--- config.mk ---
export PLATFORM = sky130hd
export DESIGN_NAME = clint_timer
export DESIGN_NICKNAME = d
export VERILOG_FILES = /design/src/rtl/clint_timer.sv
export SDC_FILE = /design/constraint.sdc
export NUM_CORES = 1
export LEC_CHECK = 0
export ABC_AREA = 0
export CELL_PAD_IN_SITES_DETAIL_PLACEMENT = 0
export CELL_PAD_IN_SITES_GLOBAL_PLACEMENT = 2
export CORE_MARGIN = 4
export CORE_UTILIZATION = 38
export DETAILED_ROUTE_END_ITERATION = 8
export GPL_ROUTABILITY_DRIVEN = 1
export PLACE_DENSITY_LB_ADDON = 0.08
export SYNTH_ARGS = -nofsm -noshare
export SYNTH_HDL_FRONTEND = slang
export SYNTH_SLANG_ARGS = --single-unit
--- constraint.sdc ---
create_clock -name clk -period 5.1 [get_ports clk]
set_clock_uncertainty 0.15 [all_clocks]
set_input_delay 1.02 -clock clk [delete_from_list [all_inputs] [get_ports clk]]
set_output_delay 1.02 -clock clk [all_outputs]
set_load 0.01 [all_outputs]
--- src/rtl/clint_timer.sv ---
// clint_timer: RISC-V core-local interruptor (mtime, per-hart mtimecmp/msip) on the native valid/ready bus.
// Define CLINT_RTC_DIV_EN to advance mtime once every RTC_DIV clocks instead of every clock.

module clint_timer #(
    parameter int ADDR_W  = 32,
    parameter int DATA_W  = 32,
    parameter int N_CORES = 1,
    parameter int RTC_DIV = 100
) (
    input  logic                  clk,
    input  logic                  reset,
    input  logic                  valid,
    input  logic [ADDR_W-1:0]     address,
    input  logic [DATA_W-1:0]     wdata,
    input  logic [DATA_W/8-1:0]   wstrb,
    output logic [DATA_W-1:0]     rdata,
    output logic                  ready,
    output logic [N_CORES-1:0]    mtip,
    output logic [N_CORES-1:0]    msip
);

    localparam logic [4:0] NCORES_C = 5'(N_CORES);

    function automatic logic [31:0] merge_bytes(
        input logic [31:0] old_val,
        input logic [31:0] new_val,
        input logic [3:0]  be
    );
        logic [31:0] res;
        res = old_val;
        for (int b = 0; b < 4; b++) begin
            res[8*b +: 8] = be[b] ? new_val[8*b +: 8] : old_val[8*b +: 8];
        end
        return res;
    endfunction

    logic [3:0]  w_idx_msip;
    logic [3:0]  w_idx_cmp;
    logic        w_hit_msip;
    logic        w_hit_cmp;
    logic        w_hit_time;
    logic        w_wr;
    logic        w_rd;
    logic        w_tick;
    logic [63:0] w_mtime_nxt;
    logic [31:0] w_cmp_rd;
    logic [31:0] w_msip_rd;
    logic [31:0] w_rdata;
    logic        w_unused;

    logic [63:0]        r_mtime;
    logic [63:0]        r_mtimecmp [N_CORES];
    logic [N_CORES-1:0] r_msip;
    logic [N_CORES-1:0] r_mtip;
    logic               r_ready;
    logic [31:0]        r_rdata;

    // Only address[15:2] takes part in decoding.
    assign w_unused   = ^{address[ADDR_W-1:16], address[1:0]};

    assign w_idx_msip = address[5:2];
    assign w_idx_cmp  = address[6:3];
    assign w_hit_msip = (address[15:6] == 10'd0) && ({1'b0, w_idx_msip} < NCORES_C);
    assign w_hit_cmp  = (address[15:7] == 9'h080) && ({1'b0, w_idx_cmp} < NCORES_C);
    assign w_hit_time = (address[15:3] == 13'h17FF);
    assign w_wr       = valid & (|wstrb);
    assign w_rd       = valid & ~(|wstrb);

`ifdef CLINT_RTC_DIV_EN
    localparam logic [16:0] DIV_LAST = 17'(RTC_DIV - 1);

    logic [16:0] r_presc;

    // Prescale counter 0..RTC_DIV-1, tick on the last count.
    always_ff @(posedge clk) begin
        if (reset) begin
            r_presc <= 17'd0;
        end else if (r_presc == DIV_LAST) begin
            r_presc <= 17'd0;
        end else begin
            r_presc <= r_presc + 17'd1;
        end
    end

    assign w_tick = (r_presc == DIV_LAST);
`else
    logic [16:0] w_unused_div;

    assign w_unused_div = 17'(RTC_DIV);
    assign w_tick       = 1'b1;
`endif

    // A bus write to either mtime word suppresses the whole 64-bit increment.
    always_comb begin
        w_mtime_nxt = r_mtime;
        if (w_wr && w_hit_time) begin
            if (address[2]) begin
                w_mtime_nxt[63:32] = merge_bytes(r_mtime[63:32], wdata, wstrb);
            end else begin
                w_mtime_nxt[31:0]  = merge_bytes(r_mtime[31:0], wdata, wstrb);
            end
        end else if (w_tick) begin
            w_mtime_nxt = r_mtime + 64'd1;
        end else begin
            w_mtime_nxt = r_mtime;
        end
    end

    // Free-running machine time register.
    always_ff @(posedge clk) begin
        if (reset) begin
            r_mtime <= 64'd0;
        end else begin
            r_mtime <= w_mtime_nxt;
        end
    end

    // Per-hart compare/software-interrupt registers and registered timer compare.
    always_ff @(posedge clk) begin
        if (reset) begin
            for (int i = 0; i < N_CORES; i++) begin
                r_mtimecmp[i] <= {64{1'b1}};
            end
            r_msip <= {N_CORES{1'b0}};
            r_mtip <= {N_CORES{1'b0}};
        end else begin
            for (int i = 0; i < N_CORES; i++) begin
                if (w_wr && w_hit_cmp && (w_idx_cmp == 4'(i))) begin
                    if (address[2]) begin
                        r_mtimecmp[i][63:32] <= merge_bytes(r_mtimecmp[i][63:32], wdata, wstrb);
                    end else begin
                        r_mtimecmp[i][31:0]  <= merge_bytes(r_mtimecmp[i][31:0], wdata, wstrb);
                    end
                end
                if (w_wr && w_hit_msip && (w_idx_msip == 4'(i)) && wstrb[0]) begin
                    r_msip[i] <= wdata[0];
                end
                r_mtip[i] <= (r_mtime >= r_mtimecmp[i]);
            end
        end
    end

    // Read multiplexer; unmapped offsets and absent harts return zero.
    always_comb begin
        w_cmp_rd  = 32'd0;
        w_msip_rd = 32'd0;
        for (int i = 0; i < N_CORES; i++) begin
            w_cmp_rd  = w_cmp_rd | (((w_idx_cmp == 4'(i)) && address[2]) ? r_mtimecmp[i][63:32] : 32'd0)
                                 | (((w_idx_cmp == 4'(i)) && !address[2]) ? r_mtimecmp[i][31:0] : 32'd0);
            w_msip_rd = w_msip_rd | ((w_idx_msip == 4'(i)) ? {31'd0, r_msip[i]} : 32'd0);
        end
        if (w_hit_time) begin
            w_rdata = address[2] ? r_mtime[63:32] : r_mtime[31:0];
        end else if (w_hit_cmp) begin
            w_rdata = w_cmp_rd;
        end else if (w_hit_msip) begin
            w_rdata = w_msip_rd;
        end else begin
            w_rdata = 32'd0;
        end
    end

    // One-cycle bus response; rdata is zero outside read responses.
    always_ff @(posedge clk) begin
        if (reset) begin
            r_ready <= 1'b0;
            r_rdata <= 32'd0;
        end else begin
            r_ready <= valid;
            r_rdata <= w_rd ? w_rdata : 32'd0;
        end
    end

    assign ready = r_ready;
    assign rdata = r_rdata;
    assign mtip  = r_mtip;
    assign msip  = r_msip;

endmodule
# Word level (Yosys, flattened, before mapping)
# Memory sizes are Yosys's and may differ from the RTL's.
# Cells that the tools add are included.
[totals]
regBits = 99
mem_bits_rw = 64
out_inout_bits = 35
word_cells = 92
n_memories = 1
[classes]
addsub = 1
n_lt_le_gt_ge = 3
eq_ne = 8
mux = 36
bitwise = 5
reduce_logical = 26
[mem_list]
columns = ["memory", "depth", "width", "rd", "rd_clocked_by_memory_dff", "wr", "line_no", "text"]
rows = [
  ["r_mtimecmp", 1, 64, 1, 0, 1, "52", "logic [63:0] r_mtimecmp [N_CORES];"],
]
[ops]
columns = ["operator", "count"]
rows = [
  ["32-bit two-way mux", 7],
  ["64-bit two-way mux", 3],
  ["64-bit OR reduction", 2],
  ["8-bit two-way mux", 12],
  ["64-bit by 1-bit adder with 64-bit output, second input constant", 1],
  ["64-bit greater-or-equal comparator", 1],
  ["32-bit OR", 1],
  ["2-bit AND reduction", 8],
  ["13-bit equality test, second input constant", 1],
  ["1-bit two-way mux", 12],
  ["2-bit inequality test, second input constant", 6],
  ["1-bit logical AND", 10],
  ["10-bit zero test", 1],
  ["9-bit by 8-bit equality test with 1-bit output, second input constant", 1],
  ["4-bit zero test", 2],
  ["4-bit by 1-bit less-than comparator with 1-bit output, second input constant", 2],
  ["2-bit two-way mux", 2],
  ["4-bit OR reduction", 1],
  ["1-bit bitwise AND", 2],
  ["1-bit inverter", 2],
  ["2-bit OR reduction", 1],
  ["1-bit zero test", 1],
]

# Depth between registers and ports, before layout
[logic_depth]
word_depth = 10
ltp_mapped = 9
ltp_nobuf = 8

# Least setup slack after synthesis
# Ideal clock, no wire load.
[synth_path]
path_kind = "in2reg"
from = "input port address[5]"
to = "memory r_mtimecmp[0][0] (enable)"
arrival_time_ps = 2443
setup_slack_ps = 2132
stages = 6
path_buffers = 1
cell_sequence = "nor4_1 > nand3_1 > inv_1 > nand4b_1 > clkbuf_1 > o21bai_1"
[synth_via]
elab_chain_cells = 10
word_cells_on_any_way = 15
cone_classes = "order compare: 1; mux: 8; reduce/logical: 6"
[synth_lines]
columns = ["element", "line_no", "text"]
rows = [
  ["start: declaration", "13", "input logic [ADDR_W-1:0] address,"],
  ["4-bit by 1-bit less-than comparator with 1-bit output", "64", "assign w_hit_cmp = (address[15:7] == 9'h080) && ({1'b0, w_idx_cmp} < NCORES_C);"],
  ["1-bit logical AND", "64", ""],
  ["1-bit logical AND", "128", "if (w_wr && w_hit_cmp && (w_idx_cmp == 4'(i))) begin"],
  ["1-bit logical AND *", "128", ""],
  ["1-bit two-way mux", "128", ""],
  ["1-bit two-way mux", "120", "if (reset) begin"],
  ["1-bit two-way mux (implied by the code)", "130", "r_mtimecmp[i][63:32] <= merge_bytes(r_mtimecmp[i][63:32], wdata, wstrb);"],
  ["64-bit OR reduction (no source line)", "n/a", ""],
  ["2-bit two-way mux (no source line)", "n/a", ""],
  ["2-bit two-way mux (no source line) *", "n/a", ""],
  ["end: declaration", "52", ""],
]
# Every way passes the cells marked *; elsewhere a longest branch is shown, timed or not.

# Final worst setup path
[layout_path]
from = "input port wstrb[3]"
to = "register r_mtime[52]"
[layout_via]
elab_chain_cells = 5
word_cells_on_any_way = 7
cone_classes = "eq/ne: 2; mux: 1; bitwise: 1; reduce/logical: 3"
[layout_lines]
columns = ["element", "line_no", "text"]
rows = [
  ["start: declaration", "15", "input logic [DATA_W/8-1:0] wstrb,"],
  ["4-bit OR reduction *", "66", "assign w_wr = valid & (|wstrb);"],
  ["1-bit bitwise AND *", "66", ""],
  ["1-bit logical AND *", "96", "if (w_wr && w_hit_time) begin"],
  ["2-bit inequality test (no source line)", "n/a", ""],
  ["2-bit AND reduction (no source line)", "n/a", ""],
  ["end signal: assignment", "114", "r_mtime <= w_mtime_nxt;"],
  ["end: declaration", "51", "logic [63:0] r_mtime;"],
]
# Marks and branches as above.
# A chain may end at the register's enable or synchronous reset.

==> flow_metrics.env <==
export IMPL_outcome="completed"
export IMPL_cts_buffers=17
export IMPL_cts_repair_resized=0
export IMPL_start_util=0.389
export IMPL_fin_ws_ns=1.29
export IMPL_p_leak_uw=0.00447
export IMPL_layout_common_cells="nand2_1, dfxtp_1, nor2_1, clkdlybuf4s50_1, inv_1"
export IMPL_via_count=9076
export IMPL_fin_setup_tns_ns=0
export IMPL_clkTransAtPathRegs_ns=0.07
export IMPL_cp_max_fo=11
export IMPL_antenna_found_initial=0
export IMPL_final_common_cell="nand2_1"
export IMPL_endpoint_kind="flip-flop"
export IMPL_layout_drive_gt1_share=0.0731
export IMPL_syn_nets=1288
export IMPL_grt_pass1_wl_um=52900
export IMPL_syn_to_final_growth_pct=17.8
export IMPL_syn_area_um2=10200
export IMPL_finalCritPeriodShare=0.747
export IMPL_fp_dieArea_um2=29500
export IMPL_routedWlPerCell_um=22.0
export IMPL_routed_wl_um=34500
export IMPL_root_buffer="clkbuf_16"
export IMPL_cap_violations=0
export IMPL_gp_congestion=0.831
export IMPL_drc=0
export IMPL_hold_slack_ns=0.380
export IMPL_worst_pin_slew_ns=1.13
export IMPL_cts_hold_buf=0
export IMPL_fillers=2610
export IMPL_ios=106
export IMPL_tritoncts="built"
export IMPL_crit_arrival_ns=4.02
export IMPL_pre_cts_ws_ns=0.859
export IMPL_yosysWarningCount=0
export IMPL_cts_setup_buffers=0
export IMPL_synth_cells=1152
export IMPL_dieWidth_um=172
export IMPL_hold_viol=0
export IMPL_synth_edf_count=64
export IMPL_ys_flop_type="dfxtp_1"
export IMPL_grt_usage=0.236
export IMPL_synth_cell_types=72
export IMPL_drv_slew=0
export IMPL_io_buffer_count=87
export IMPL_grt_max_degree=50
export IMPL_max_vdd_ir_drop_v=0.000149
export IMPL_dpl_hpwl_um=24500
export IMPL_ys_async_sr_fraction=0
export IMPL_htree_num_levels=4
export IMPL_setup_violations=0
export IMPL_worstSkewPairLatency_ns=0.43
export IMPL_grt_overflow=0
export IMPL_drtAntennaViolNets=0
export IMPL_grt_pass1_vias=8769
export IMPL_fin_util=0.458
export IMPL_via_per_inst=5.79
export IMPL_min_path_type="flip-flop to flip-flop"
export IMPL_setup_worst_path_class="input port to flip-flop"
export IMPL_firstDrtPassIters=5
export IMPL_ys_ff_latch=163
export IMPL_antenna_cells=0
export IMPL_fin_crit_ns=3.81
export IMPL_final_area_um2=12000
export IMPL_drt_initial_drc_count=763
export IMPL_required_ns=5.31
export IMPL_cts_sinks=163
export IMPL_pwr_density_cell_nw_per_um2=249
export IMPL_critPathLaunchType="input port"
export IMPL_nNetsFinal=1356
export IMPL_timing_fmax_mhz=262
export IMPL_relSlewSlack=0.245
export IMPL_placed_area_um2=11400
export IMPL_cts_buffer_depth=2
export IMPL_die_h_um=172
export IMPL_core_area_um2=26200
export IMPL_avgSynthCellArea_um2=8.84
export IMPL_seq_area_frac_synth=0.383
export IMPL_fp_row_count=59
export IMPL_grt_setup_unrepaired="no"
cells by family (layout without fill, tap and decap cells):
group | count (synthesis) | in the layout | synth area share
compound gates | 261 | 261 | 0.184
xor+xnor | 6 | 6 | 0.00516
buf+inv | 137 | 217 | 0.0537
mux | 69 | 69 | 0.0684
flops | 163 | 163 | 0.383
simple gates | 451 | 451 | 0.225
fa+ha+maj | 65 | 65 | 0.0799
through the flow:
step | total power, uW | instances
after floorplan | 1530 | 1152
after detailed placement | 1650 | 1536
final | 2990 | 1567
after CTS | 3020 | 1567
after global routing | 3090 | 1567
after global placement | 1640 | 1536
power by group:
| part | internal [uW] | switching [uW] |
|---|---|---|
| logic | 87.9 | 132 |
| registers | 1380 | 18.4 |
| clock network | 787 | 586 |
| total | 2250 | 736 |
layer usage:
| metal | global-route usage | vias up | share of wire |
|---|---|---|---|
| li1 | - | 4410 | - |
| met1 | 0.353 | 4374 | 0.50 |
| met2 | 0.361 | 258 | 0.44 |
| met3 | 0.0271 | 34 | 0.042 |
| met4 | 0.0613 | 0 | 0.018 |
| met5 | 0 | - | 0 |
synth_stat cells (3+ instances only):
cell      number  area [um^2]
o21ai_0       21          105
nor3_2         5         50.1
buf_2          6         30.0
o311ai_0       5         43.8
buf_1          9         33.8
and3_1        24          150
nand4b_1       5         43.8
or3_1          9         56.3
mux2_2         5         56.3
nor4_1        19          119
a31o_2         4         35.0
a32oi_1        4         35.0
or2_2          5         31.3
ha_1          65          813
nand2_1      143          537
nor2b_1        8         50.1
nand4_1       40          250
a211oi_1      15          113
a21o_1        11         82.6
o21bai_1       5         37.5
and4_1         8         70.1
o211ai_1      13         97.6
o31ai_1        3         22.5
o22a_1        31          272
nand3_1       46          230
nor3_1        21          105
xor2_1         4         35.0
and2_1         4         25.0
dfxtp_1       99         1980
mux2i_1       64          641
nor2_1        85          319
edfxtp_1      64         1920
o21a_1        34          255
a31oi_1       25          156
a311oi_1       8         70.1
a21oi_1       59          295
nand2b_1       4         25.0
or4_1          8         60.1
inv_1         73          274
clkbuf_1      43          161
registers in the layout, indices dropped and copies added (netlist names):
name and cells:
msip 1, mtip 1, r_mtime 64, r_mtimecmp 64, rdata 32, ready 1
worst max-delay path, stage by stage:
cell	delay (ns)
clkdlybuf4s50_1	0.59
nor4_4	0.50
nor2b_2	0.27
a211oi_4	0.47
nand4b_2	0.45
or4_1	0.55
a31oi_1	0.16
cell type report:
cell class,count,area (um^2),area share
multi-input combinational,852,5740,0.478
sequential,163,3900,0.326
timing repair buffer,113,1060,0.0883
clock buffer,20,447,0.0372
tap,335,419,0.0350
inverter,73,274,0.0228
clock inverter,11,153,0.0127
path summary, 6_finish.rpt:
kind,startpoint,to,slack (ns),depth (start not counted)
max,wstrb[3],r_mtime[52],1.29,7
min,msip,msip,0.38,2
max reg2reg,r_mtime[4],r_mtime[51],1.77,6
min reg2reg,msip,msip,0.38,2
(Power assumes the default switching activity.)
==> edit: new RTL, same settings <==
`r_rdata` no longer has a reset.
--- a/src/rtl/clint_timer.sv
+++ b/src/rtl/clint_timer.sv
@@ -164,11 +164,13 @@
     always_ff @(posedge clk) begin
         if (reset) begin
             r_ready <= 1'b0;
-            r_rdata <= 32'd0;
         end else begin
             r_ready <= valid;
-            r_rdata <= w_rd ? w_rdata : 32'd0;
         end
+    end
+
+    always_ff @(posedge clk) begin
+        r_rdata <= w_rd ? w_rdata : 32'd0;
     end
 
     assign ready = r_ready;
Check against the original RTL: differs if reset is asserted again (counterexample within 4 cycles, from zero or initial values and one cycle with reset high); with reset held inactive, the same outputs for 4 cycles.
==> edit against the unedited design <==
  * Count of clock-buffer cells in the layout unchanged
  * Critical path depth unchanged
  * Sequential share of layout area fell by 0.44 points
  * Sequential cell count did not move
  * Cell area rose by 1.4%
  * Total power is 2.0% higher
  * Final cell count grew 2.7%
  * Die area rose by 1.2%
  * Setup slack gained 0.020 ns
  * Synthesized area up 1.3%
  * Largest cell class unchanged
  * Register-to-register slack worse by 0.06 ns
  * Routed wire length rose by 3.0%
==> edit: results (changes against the unedited design) <==
stage	metric	value	unit	change
synthesis	synth warn	0		unchanged
min_path	Hold Crit Start	r_mtime[56]		was msip
placed_design	DP HPWL	25300	um	was 24500 um
placed_design	final RePlAce weighted congestion	0.831		about the same
clock_tree	clk buf depth	2		unchanged
critical_path	CP peak stage delay	0.76	ns	was 0.59 ns
clock_tree	CTS buffer count	17		unchanged
global_routing	met2 Use GR	35.5	%	was 36.1%
status	status	finished, final reports clean		unchanged
synthesis	top cells by count, synth	144 x nand2_1, 105 x inv_1, 99 x dfxtp_1		was 143 x nand2_1, 99 x dfxtp_1, 85 x nor2_1
critical_path	critical path's slowest cell	clkdlybuf4s50_1		unchanged
global_routing	first-pass GRT wire length	54600	um	was 52900 um
min_path	worst hold path endpoint	r_mtime[56]		was msip
drt	Pre-antenna DRT Iters	5		unchanged
synthesis	sequential element share of the synthesized area	37.8	%	was 38.3%
critical_path	r2r setup slk	1.71	ns	was 1.77 ns
critical_path	FF-to-FF path depth	8		was 6
cells_and_area	Final Net Count	1392		was 1356
power_and_ir_drop	maximum vdd ir drop	0.219	mV	was 0.149 mV
drt	met3 wire length	1740	um	was 1440 um
timing	Worst-Margin Slew	1.00	ns	was 1.13 ns
critical_path	FF-to-FF End	mtip		was r_mtime[51]
global_routing	initial antenna violation count	1		was 0
global_routing	met1 Use GR	35.0	%	was 35.3%
critical_path	crit path to	r_mtime[16]		was r_mtime[52]
cells_and_area	FILL cells	2681		was 2610
critical_path	crit path DAT	3.95	ns	was 4.02 ns
power_and_ir_drop	LEAKAGE	4.68	nW	was 4.47 nW
synthesis	Yosys cell types	75		was 72
min_path	hold crit path type	flop to flop		unchanged
critical_path	CP Max Fanout	15		was 11
drt	DR WL/cell	22.1	um	was 22.0 um
drt	initial DRC count	807		was 763
cells_and_area	area used by multi-input combinational logic	5710	sq um	was 5740 sq um
global_routing	GR Util All Layers	23.3	%	was 23.6%
synthesis	synth top area cells	dfxtp_1 19%, edfxtp_1 19%, ha_1 7.9%, mux2i_1 6.7%, nand2_1 5.2%		was dfxtp_1 19%, edfxtp_1 19%, ha_1 8.0%, mux2i_1 6.3%, nand2_1 5.3%
clock_tree	CTS clk-pin slew, worst paths	0.07	ns	about the same
drt	wl on met1	17600	um	was 17200 um
placed_design	post-placement cell area	11500	sq um	was 11400 sq um
global_routing	pin count of the biggest net entering global routing	92		was 50
global_routing	GR Util met3	3.80	%	was 2.71%
global_routing	vias in the first global route	8889		was 8769
drt	routed length on met2	15700	um	was 15300 um
drt	Via density	5.79		about the same
critical_path	FF-to-FF Start	r_mtime[0]		was r_mtime[4]
synthesis	Mapped Nets	1324		was 1288
cells_and_area	share of layout cells above drive strength 1	7.01	%	was 7.31%
==> edit: cell count changes after synthesis, moves of 7 or more <==
| cell | unedited run | this run |
|---|---|---|
| a2bb2oi_1 | 1 | 9 |
| nor4_1 | 19 | 7 |
| and3_1 | 24 | 15 |
| o21ai_0 | 21 | 76 |
| o21a_1 | 34 | 2 |
| and4_1 | 8 | 15 |
| inv_1 | 73 | 105 |
| buf_2 | 6 | 18 |
==> edit: per-stage QoR <==
| step | worst slack, ns | power [mW] | hold slack (ns) | instances |
|---|---|---|---|---|
| 2_1_floorplan | 1.49 | 1.54 | 0.332 | 1188 |
| 3_3_place_gp | 0.949 | 1.66 | 0.373 | 1578 |
| 3_5_place_dp | 0.919 | 1.66 | 0.378 | 1578 |
| 4_1_cts | 1.36 | 3.07 | 0.390 | 1610 |
| 5_1_grt | 1.20 | 3.15 | 0.436 | 1610 |
| 6_report | 1.31 | 3.05 | 0.397 | 1610 |
==> edit: logic make-up after synthesis <==
family	count (synthesis)	share of synthesized area, %
AOI/OAI and AO/OA	289	18.7
buffers and inverters	175	6.83
and+or+nand+nor	421	21.4
muxes	71	6.95
xor gates and xnor gates	4	0.340
DFF	163	37.8
adders and majority gates	65	7.88
==> edit: power by group <==
group	leakage (nW)	internal [mW]	switching [mW]
logic	2.95	0.0949	0.141
registers	1.44	1.38	0.0196
clock network	0.291	0.826	0.589
total	4.68	2.30	0.749
==> edit: final cells by class <==
type / count / share of cell area, %
Multi-Input combinational cell: 850 / 46.9
Inverter: 105 / 3.24
Timing Repair Buffer: 119 / 9.11
Clock inverter: 12 / 1.50
Sequential cell: 163 / 32.1
Tap cell: 341 / 3.51
Clock buffer: 20 / 3.59
